`src/rtl/dcr_dmem_arbiter_if.sv`:
```
// Core-side and RAM-side bus of the dual-core data-memory arbiter.
interface dcr_dmem_arbiter_if #(
  parameter int ADDR_W = 8,
  parameter int DATA_W = 32
);
  logic              req0, req1;
  logic              we0, we1;
  logic              lock0, lock1;
  logic [ADDR_W-1:0] addr0, addr1;
  logic [DATA_W-1:0] wdata0, wdata1;
  logic              gnt0, gnt1;
  logic              stall0, stall1;
  logic              rvalid0, rvalid1;
  logic [DATA_W-1:0] rdata0, rdata1;
  logic              ram_wren;
  logic [ADDR_W-1:0] ram_addr;
  logic [DATA_W-1:0] ram_data;
  logic [DATA_W-1:0] ram_q;

  // arbiter side
  modport slave (
    input  req0, req1, we0, we1, lock0, lock1, addr0, addr1, wdata0, wdata1, ram_q,
    output gnt0, gnt1, stall0, stall1, rvalid0, rvalid1, rdata0, rdata1,
           ram_wren, ram_addr, ram_data
  );

  // cores + RAM side
  modport master (
    output req0, req1, we0, we1, lock0, lock1, addr0, addr1, wdata0, wdata1, ram_q,
    input  gnt0, gnt1, stall0, stall1, rvalid0, rvalid1, rdata0, rdata1,
           ram_wren, ram_addr, ram_data
  );
endinterface

```
`src/rtl/dcr_dmem_arbiter.sv`:
```
// Two-core data RAM arbiter: round-robin with bounded lock ownership for
// read-modify-write sequences; read data returned one clken cycle after grant.
module dcr_dmem_arbiter #(
  parameter int ADDR_W   = 8,
  parameter int DATA_W   = 32,
  parameter int MAX_LOCK = 4
) (
  input  logic               clk,
  input  logic               rst,
  input  logic               clken,
  dcr_dmem_arbiter_if.slave  bus
);
  typedef enum logic [1:0] {IDLE, OWN0, OWN1} state_t;

  state_t            state, state_n;
  logic              lg, lg_n;         // last granted core
  logic [3:0]        lcnt, lcnt_n;
  logic              rtag0, rtag1;     // read in flight, owned by core X
  logic              g0, g1;
  logic              go;
  logic [ADDR_W-1:0] addr_m;
  logic [DATA_W-1:0] data_m;
  logic              wren_m;

  // grants are suppressed while frozen or held in reset
  assign go = clken & rst;

  // combinational grant: round-robin in IDLE, owner-only while locked
  always_comb begin
    g0 = 1'b0;
    g1 = 1'b0;
    case (state)
      IDLE: begin
        if (bus.req0 && bus.req1) begin
          g0 = lg;
          g1 = ~lg;
        end else begin
          g0 = bus.req0;
          g1 = bus.req1;
        end
      end
      OWN0:    g0 = bus.req0;
      OWN1:    g1 = bus.req1;
      default: ;
    endcase
    g0 = g0 & go;
    g1 = g1 & go;
  end

  // next state, last-grant pointer and lock counter
  always_comb begin
    state_n = state;
    lg_n    = lg;
    lcnt_n  = lcnt;
    if (g0)      lg_n = 1'b0;
    else if (g1) lg_n = 1'b1;
    case (state)
      IDLE: begin
        lcnt_n = 4'd0;
        if (g0 && bus.lock0) begin
          state_n = OWN0;
          lcnt_n  = 4'd1;
        end else if (g1 && bus.lock1) begin
          state_n = OWN1;
          lcnt_n  = 4'd1;
        end
      end
      OWN0: begin
        lcnt_n = lcnt + 4'd1;
        if (!bus.lock0) begin
          state_n = IDLE;
        end else if (lcnt_n == 4'(MAX_LOCK)) begin
          // forced release: core1 wins the next contention
          state_n = IDLE;
          lg_n    = 1'b0;
        end
      end
      OWN1: begin
        lcnt_n = lcnt + 4'd1;
        if (!bus.lock1) begin
          state_n = IDLE;
        end else if (lcnt_n == 4'(MAX_LOCK)) begin
          state_n = IDLE;
          lg_n    = 1'b1;
        end
      end
      default: state_n = IDLE;
    endcase
  end

  // arbiter state advances only on clken cycles
  always_ff @(posedge clk or negedge rst) begin
    if (!rst) begin
      state <= IDLE;
      lg    <= 1'b1;
      lcnt  <= 4'd0;
    end else if (clken) begin
      state <= state_n;
      lg    <= lg_n;
      lcnt  <= lcnt_n;
    end
  end

  // read owner tags: held across clken=0 so the return is not lost
  always_ff @(posedge clk or negedge rst) begin
    if (!rst) begin
      rtag0 <= 1'b0;
      rtag1 <= 1'b0;
    end else if (clken) begin
      rtag0 <= g0 & ~bus.we0;
      rtag1 <= g1 & ~bus.we1;
    end
  end

  // RAM port follows the granted core, parked at zero otherwise
  always_comb begin
    addr_m = '0;
    data_m = '0;
    wren_m = 1'b0;
    if (g0) begin
      addr_m = bus.addr0;
      data_m = bus.wdata0;
      wren_m = bus.we0;
    end else if (g1) begin
      addr_m = bus.addr1;
      data_m = bus.wdata1;
      wren_m = bus.we1;
    end
  end

  assign bus.ram_addr = addr_m;
  assign bus.ram_data = data_m;
  assign bus.ram_wren = wren_m;
  assign bus.gnt0     = g0;
  assign bus.gnt1     = g1;
  assign bus.stall0   = bus.req0 & ~g0;
  assign bus.stall1   = bus.req1 & ~g1;
  assign bus.rvalid0  = rtag0 & clken;
  assign bus.rvalid1  = rtag1 & clken;
  assign bus.rdata0   = (rtag0 & clken) ? bus.ram_q : '0;
  assign bus.rdata1   = (rtag1 & clken) ? bus.ram_q : '0;
endmodule

```
`src/flat_wrapper.sv`:
```
// flat-port wrapper written by rule: the top's interface ports become plain ports
module dcr_dmem_arbiter_flat 
#(
  parameter int ADDR_W   = 8,
  parameter int DATA_W   = 32,
  parameter int MAX_LOCK = 4
)
  (clk, rst, clken, bus_req0, bus_req1, bus_we0, bus_we1, bus_lock0, bus_lock1, bus_addr0, bus_addr1, bus_wdata0, bus_wdata1, bus_ram_q, bus_gnt0, bus_gnt1, bus_stall0, bus_stall1, bus_rvalid0, bus_rvalid1, bus_rdata0, bus_rdata1, bus_ram_wren, bus_ram_addr, bus_ram_data);
  dcr_dmem_arbiter_if #(.ADDR_W(ADDR_W), .DATA_W(DATA_W)) bus_i ();
  input  logic clk;
  input  logic rst;
  input  logic clken;
  input wire logic [$bits(bus_i.req0)-1:0] bus_req0;
  input wire logic [$bits(bus_i.req1)-1:0] bus_req1;
  input wire logic [$bits(bus_i.we0)-1:0] bus_we0;
  input wire logic [$bits(bus_i.we1)-1:0] bus_we1;
  input wire logic [$bits(bus_i.lock0)-1:0] bus_lock0;
  input wire logic [$bits(bus_i.lock1)-1:0] bus_lock1;
  input wire logic [$bits(bus_i.addr0)-1:0] bus_addr0;
  input wire logic [$bits(bus_i.addr1)-1:0] bus_addr1;
  input wire logic [$bits(bus_i.wdata0)-1:0] bus_wdata0;
  input wire logic [$bits(bus_i.wdata1)-1:0] bus_wdata1;
  input wire logic [$bits(bus_i.ram_q)-1:0] bus_ram_q;
  output wire logic [$bits(bus_i.gnt0)-1:0] bus_gnt0;
  output wire logic [$bits(bus_i.gnt1)-1:0] bus_gnt1;
  output wire logic [$bits(bus_i.stall0)-1:0] bus_stall0;
  output wire logic [$bits(bus_i.stall1)-1:0] bus_stall1;
  output wire logic [$bits(bus_i.rvalid0)-1:0] bus_rvalid0;
  output wire logic [$bits(bus_i.rvalid1)-1:0] bus_rvalid1;
  output wire logic [$bits(bus_i.rdata0)-1:0] bus_rdata0;
  output wire logic [$bits(bus_i.rdata1)-1:0] bus_rdata1;
  output wire logic [$bits(bus_i.ram_wren)-1:0] bus_ram_wren;
  output wire logic [$bits(bus_i.ram_addr)-1:0] bus_ram_addr;
  output wire logic [$bits(bus_i.ram_data)-1:0] bus_ram_data;
  assign bus_i.req0 = bus_req0;
  assign bus_i.req1 = bus_req1;
  assign bus_i.we0 = bus_we0;
  assign bus_i.we1 = bus_we1;
  assign bus_i.lock0 = bus_lock0;
  assign bus_i.lock1 = bus_lock1;
  assign bus_i.addr0 = bus_addr0;
  assign bus_i.addr1 = bus_addr1;
  assign bus_i.wdata0 = bus_wdata0;
  assign bus_i.wdata1 = bus_wdata1;
  assign bus_i.ram_q = bus_ram_q;
  assign bus_gnt0 = bus_i.gnt0;
  assign bus_gnt1 = bus_i.gnt1;
  assign bus_stall0 = bus_i.stall0;
  assign bus_stall1 = bus_i.stall1;
  assign bus_rvalid0 = bus_i.rvalid0;
  assign bus_rvalid1 = bus_i.rvalid1;
  assign bus_rdata0 = bus_i.rdata0;
  assign bus_rdata1 = bus_i.rdata1;
  assign bus_ram_wren = bus_i.ram_wren;
  assign bus_ram_addr = bus_i.ram_addr;
  assign bus_ram_data = bus_i.ram_data;
  dcr_dmem_arbiter #(.ADDR_W(ADDR_W), .DATA_W(DATA_W), .MAX_LOCK(MAX_LOCK)) u_core (.clk(clk), .rst(rst), .clken(clken), .bus(bus_i));
endmodule
```
`config.mk`:
```
export PLATFORM = sky130hd
export DESIGN_NAME = dcr_dmem_arbiter_flat
export DESIGN_NICKNAME = d
export VERILOG_FILES = /design/src/rtl/dcr_dmem_arbiter_if.sv /design/src/rtl/dcr_dmem_arbiter.sv /design/src/flat_wrapper.sv
export SDC_FILE = /design/constraint.sdc
export NUM_CORES = 1
export LEC_CHECK = 0
export CAP_MARGIN = 10
export CELL_PAD_IN_SITES_DETAIL_PLACEMENT = 0
export CELL_PAD_IN_SITES_GLOBAL_PLACEMENT = 1
export CORE_MARGIN = 10
export CORE_UTILIZATION = 15
export DETAILED_ROUTE_END_ITERATION = 10
export PLACE_DENSITY = 0.89
export SLEW_MARGIN = 20
export SYNTH_ARGS = -nofsm -noshare
export SYNTH_HDL_FRONTEND = slang
export SYNTH_SLANG_ARGS = --single-unit
```
`constraint.sdc`:
```
create_clock -name clk -period 4.45 [get_ports clk]
set_input_delay 0.445 -clock clk [delete_from_list [all_inputs] [get_ports clk]]
set_output_delay 0.445 -clock clk [all_outputs]
set_load 0.1 [all_outputs]
```
# Yosys cells after proc, flatten, opt, wreduce, memory -nomap -nowiden
# Index checks and enable logic that the tools add are counted.
dict set report classes {
  addsub 1
  n_bitwise 14
  reduce_logical 8
  n_eq_ne 4
  muxes 28
}
# cell n
set ops {}
lappend ops {{$mux W32} 4}
lappend ops {{$mux W8} 2}
lappend ops {{$mux W1} 11}
lappend ops {{$mux W2} 5}
lappend ops {{$and A1 B1 Y1} 9}
lappend ops {{$pmux W4 S2} 1}
lappend ops {{$pmux W1 S2} 3}
lappend ops {{$pmux W2 S3} 1}
lappend ops {{$not A1 Y1} 5}
lappend ops {{$add A4 B1 Y4 const B} 1}
lappend ops {{$eq A4 B3 Y1 const B} 1}
lappend ops {{$mux W4} 1}
lappend ops {{$reduce_and A2 Y1} 2}
lappend ops {{$logic_and A1 B1 Y1} 3}
lappend ops {{$ne A3 B1 Y1 const B} 1}
lappend ops {{$eq A2 B1 Y1 const B} 1}
lappend ops {{$eq A2 B2 Y1 const B} 1}
lappend ops {{$logic_not A2 Y1} 1}
lappend ops {{$reduce_bool A2 Y1} 1}
lappend ops {{$reduce_or A2 Y1} 1}
dict set report word_totals {
  register_bits 9
  inputBits 121
}

# Longest topological paths before layout
dict set report logic_depth {
  depth_word 9
  depth_mapped 7
  ltp_nobuf 6
}

# Least setup slack after synthesis
# No wires, ideal clock.
dict set report synth_timing {
  kind {register -> output}
  from {register u_core.state[0]}
  to {output port bus_stall0}
  n_path_buf 0
  t_required_ps 4005
  path_slack_ps 1597
  arrival_time_ps 2408
  path_stages_with_launch 6
  cell_sequence {dfrtp_1 > inv_1 > ha_1 > o21ai_1 > nor3_4 > nor2b_1}
}
dict set report synth_via {
  elab_chain_cells 5
}
# item line_no
set synth_rtl {}
lappend synth_rtl {{start: declaration} dcr_dmem_arbiter.sv:15} ;# state_t state, state_n;
lappend synth_rtl {{start signal: assignment} dcr_dmem_arbiter.sv:98} ;# state <= state_n;
lappend synth_rtl {{$eq A2 B1 Y1 or $logic_not A2 Y1 (tied branches)} dcr_dmem_arbiter.sv:32} ;# case (state)
lappend synth_rtl {{$pmux W1 S2 *} dcr_dmem_arbiter.sv:32}
lappend synth_rtl {{$and A1 B1 Y1 *} dcr_dmem_arbiter.sv:46} ;# g0 = g0 & go;
lappend synth_rtl {{$not A1 Y1 *} dcr_dmem_arbiter.sv:136} ;# assign bus.stall0 = bus.req0 & ~g0;
lappend synth_rtl {{$and A1 B1 Y1 *} dcr_dmem_arbiter.sv:136}
lappend synth_rtl {{end: declaration} flat_wrapper.sv:26} ;# output wire logic [$bits(bus_i.stall0)-1:0] bus_stall0;
# Every way passes the cells marked *; elsewhere a longest branch is shown, timed or not.

# Worst setup path after layout
dict set report layout_timing {
  from {input port rst}
  to {output port bus_ram_data[17]}
}
dict set report layout_via {
  elab_chain_cells 4
}
# item line_no
set layout_rtl {}
lappend layout_rtl {{start: declaration} flat_wrapper.sv:11} ;# input logic rst;
lappend layout_rtl {{$and A1 B1 Y1 *} dcr_dmem_arbiter.sv:26} ;# assign go = clken & rst;
lappend layout_rtl {{$and A1 B1 Y1} dcr_dmem_arbiter.sv:47} ;# g1 = g1 & go;
lappend layout_rtl {{$mux W32} dcr_dmem_arbiter.sv:124} ;# end else if (g1) begin
lappend layout_rtl {{$mux W32 *} dcr_dmem_arbiter.sv:120} ;# if (g0) begin
lappend layout_rtl {{end: declaration} flat_wrapper.sv:34} ;# output wire logic [$bits(bus_i.ram_data)-1:0] bus_ram_data;
# Marks and branches as above.

==> summary.md <==
| Metric | Value |
|---|---|
| Die ar. | 0.0148 mm^2 |
| Commonest non-fill, non-tap cell in the layout | clkdlybuf4s50_1 |
| Tcrit/Tclk final | 77.5% |
| Mapped Area | 0.00155 mm^2 |
| WHS Path Cells | 2 |
| Layout Cells excl Fill | 550 |
| Post-Route Setup TNS | 0 ps |
| Yosys warns | 0 |
| I/O pins | 232 |
| N_diodes | 0 |
| RR Endpoint | u_core.rtag0 |
| Total wire length | 10600 um |
| Netlist cell types | 39 |
| First-pass GRT wire length | 15300 um |
| Initial antenna violation count | 0 |
| Worst R2R Start | u_core.state[1] |
| Worst IR Drop VDD | 0.000189 V |
| GRT Overall Usage | 12.8% |
| Site Rows | 37 |
| Sequential Power Share | 10.6% |
| Vias per cell | 4.53 |
| Worst setup EP type | output pin |
| Congestion Overflow GR | 0 |
| Max-cap violation count | 0 |
| Switching Fraction | 58.0% |
| Average size of a mapped cell | 7.76 um^2 |
| # nets final | 541 |
| Internal | 0.552 mW |
| Worst Path Arrival | 3000 ps |
| Post-route ant nets | 0 |
| HP Start | u_core.lcnt[1] |
| Slowest stage delay, CP | 800 ps |
| Syn nets | 326 |
| Number of port buffers | 231 |
| Routability cong. | 0.887 |
| Core Region | 0.0102 mm^2 |
| Top_reg_cell synth | dfrtp_1 |
| Setup bufs post-CTS | 0 |
| Area growth, synth to finish | 181% |
| Synthesis-stage register bit count | 9 |
| Clock power frac | 7.2% |
| Remaining DRCs | 0 |
| Sw power | 0.763 mW |
| Post-synth EDFFs | 0 |
| Startpoint types | input pin |
| Initial DRC count | 87 |
| Critical path type | in -> out |
| Root buffer cell | clkbuf_8 |
| Hold path endpoint | u_core.lcnt[1] |
| R2R Setup Slk | 2580 ps |
| Sequential-to-total area share from yosys stat | 14.6% |
| Max-slew violations | 0 |
| Final Skew | 2.51 ps |
| Slew Limit Headroom | 31.9% |
| Max Clk Rate | 290 MHz |
| Routed wire per std cell | 19.2 um |
| Clock Latency Late Sink | 230 ps |
| FFs w/ async S/R, synth | 100% |
| Vias in the first global route | 2622 |
| Hold Path Class | reg -> reg |
| Worst slew pin tran | 1020 ps |
| Fin util | 42.9% |
| Clock transition at path regs | 40 ps |
| PwrDens | 301 mW/mm^2 |
| Comb power frac | 82.2% |
| Initial Utilization | 15.2% |
| Critical Path Fanout Max | 41 |
| RSZ-0062 raised after global routing | false |
| DP HPWL | 9200 um |
| Crit path max-delay family | simple AND/OR/NAND/NOR gates |
| Vias | 2490 |
| Post-CTS Hold Buffers | 0 |
| CTS buffer count | 3 |
| First-pass DRT Iterations | 4 |
| Cells after synthesis | 200 |
| DIE HEIGHT | 122 um |
| Status | complete, no violations |
| # setup viols final | 0 |
| Clock sink count | 9 |
| Static Leak | 1.91 nW |
| WP data required | 4010 ps |
| Share of cells above drive strength 1 | 13.8% |
| Final Critical Period | 3450 ps |
| TritonCTS clock tree | yes |
| CTS H-tree lvls | 1 |
| Die width | 122 um |
| CTS Buffer Depth | 2 |
| Crit-path slowest cell | clkdlybuf4s50_1 |
| # placed instances | 546 |
| Crit path cell chain | clkdlybuf4s50_1 -> and2_1 -> o211ai_2 -> nor2_4 -> a22o_1 -> buf_12 |
| Commonest cells after routing, fill and taps aside | 185 x clkdlybuf4s50_1, 64 x and3_1, 43 x a22o_1 |
| Largest net degree at the start of global routing | 45 |
| Final Hold Fails | 0 |
| R2r worst-path depth | 7 |
| WP buf/inv | 2 |
| Post-CTS Resized | 0 |
[power groups by stage]
stage	sequential (mW)	clock [mW]	combinational, mW
3_3_place_gp	0.139	0	1.08
3_5_place_dp	0.142	0	1.09
6_report	0.140	0.0947	1.08
2_1_floorplan	0.121	0	0.702
4_1_cts	0.141	0.0986	1.09
5_1_grt	0.145	0.106	1.12
[synthesized netlist by cell type (2+ instances only)]
| master | n | share of area (%) |
|---|---|---|
| buf_2 | 4 | 1.3 |
| nor3b_1 | 3 | 1.5 |
| inv_1 | 7 | 1.7 |
| clkbuf_1 | 14 | 3.4 |
| o31ai_1 | 2 | 0.97 |
| and3_1 | 64 | 26 |
| o21ai_0 | 3 | 0.97 |
| nand2_1 | 5 | 1.2 |
| a22o_1 | 43 | 24 |
| nand3_1 | 2 | 0.64 |
| and2_1 | 4 | 1.6 |
| a31oi_1 | 2 | 0.81 |
| nand2b_1 | 4 | 1.6 |
| buf_6 | 4 | 2.9 |
| o22ai_1 | 4 | 1.6 |
| ha_1 | 5 | 4.0 |
| dfrtp_1 | 8 | 13 |
[worst max-delay path by stage]
stage	to	from	cells past startpoint
floorplan	bus_stall0	u_core.state[0]	5
global placement	bus_ram_data[20]	rst	6
detailed placement	bus_ram_data[16]	rst	6
CTS	bus_ram_data[16]	rst	6
global route	bus_ram_data[17]	rst	6
finish	bus_ram_data[17]	rst	6
[state kept, by name, summed over array words and instances (netlist names)]
| name | cells |
|---|---|
| u_core.lg | 1 |
| u_core.lcnt | 4 |
| u_core.rtag0 | 1 |
| u_core.rtag1 | 1 |
| u_core.state | 2 |
[per-stage QoR]
step,power (mW),setup slack [ps],cell area (um^2),hold WS [ps]
after floorplan,0.823,1600,1550,149
after global placement,1.22,1090,4320,496
after detailed placement,1.23,1020,4320,524
after CTS,1.33,1020,4370,534
after global routing,1.37,808,4370,571
final,1.32,1000,4370,529
[per-layer routing]
metal	wire length (um)	global-route usage [%]	part of all wire (%)	vias to the layer above
met5	0	0	0	-
met4	68	2.24	0.64	0
met3	1140	4.26	11	5
met2	5350	23.7	51	141
met1	4000	14.0	38	1142
li1	-	-	-	1202
[worst min-delay path: cells and delay by family (launching register included)]
family / cells / cell delay, ps
simple gates: 1 / 50
compound gates: 1 / 70
flops: 1 / 370
[area by class of cell]
cell class                 instances  area [um^2]
multi-input combinational        161         1170
clock buffer                       4         45.0
tap                              136          170
inverter                           7         26.3
sequential                         9          226
fill                             988         5820
timing repair buffer             233         2720
[cells by family after synthesis]
| family | Yosys count | synth area share (%) |
|---|---|---|
| fa+ha+maj | 5 | 4.03 |
| flops | 9 | 14.6 |
| simple gates | 91 | 37.2 |
| buf+inv | 30 | 9.75 |
| compound gates | 65 | 34.4 |
Power figures use the tool's default switching activity.
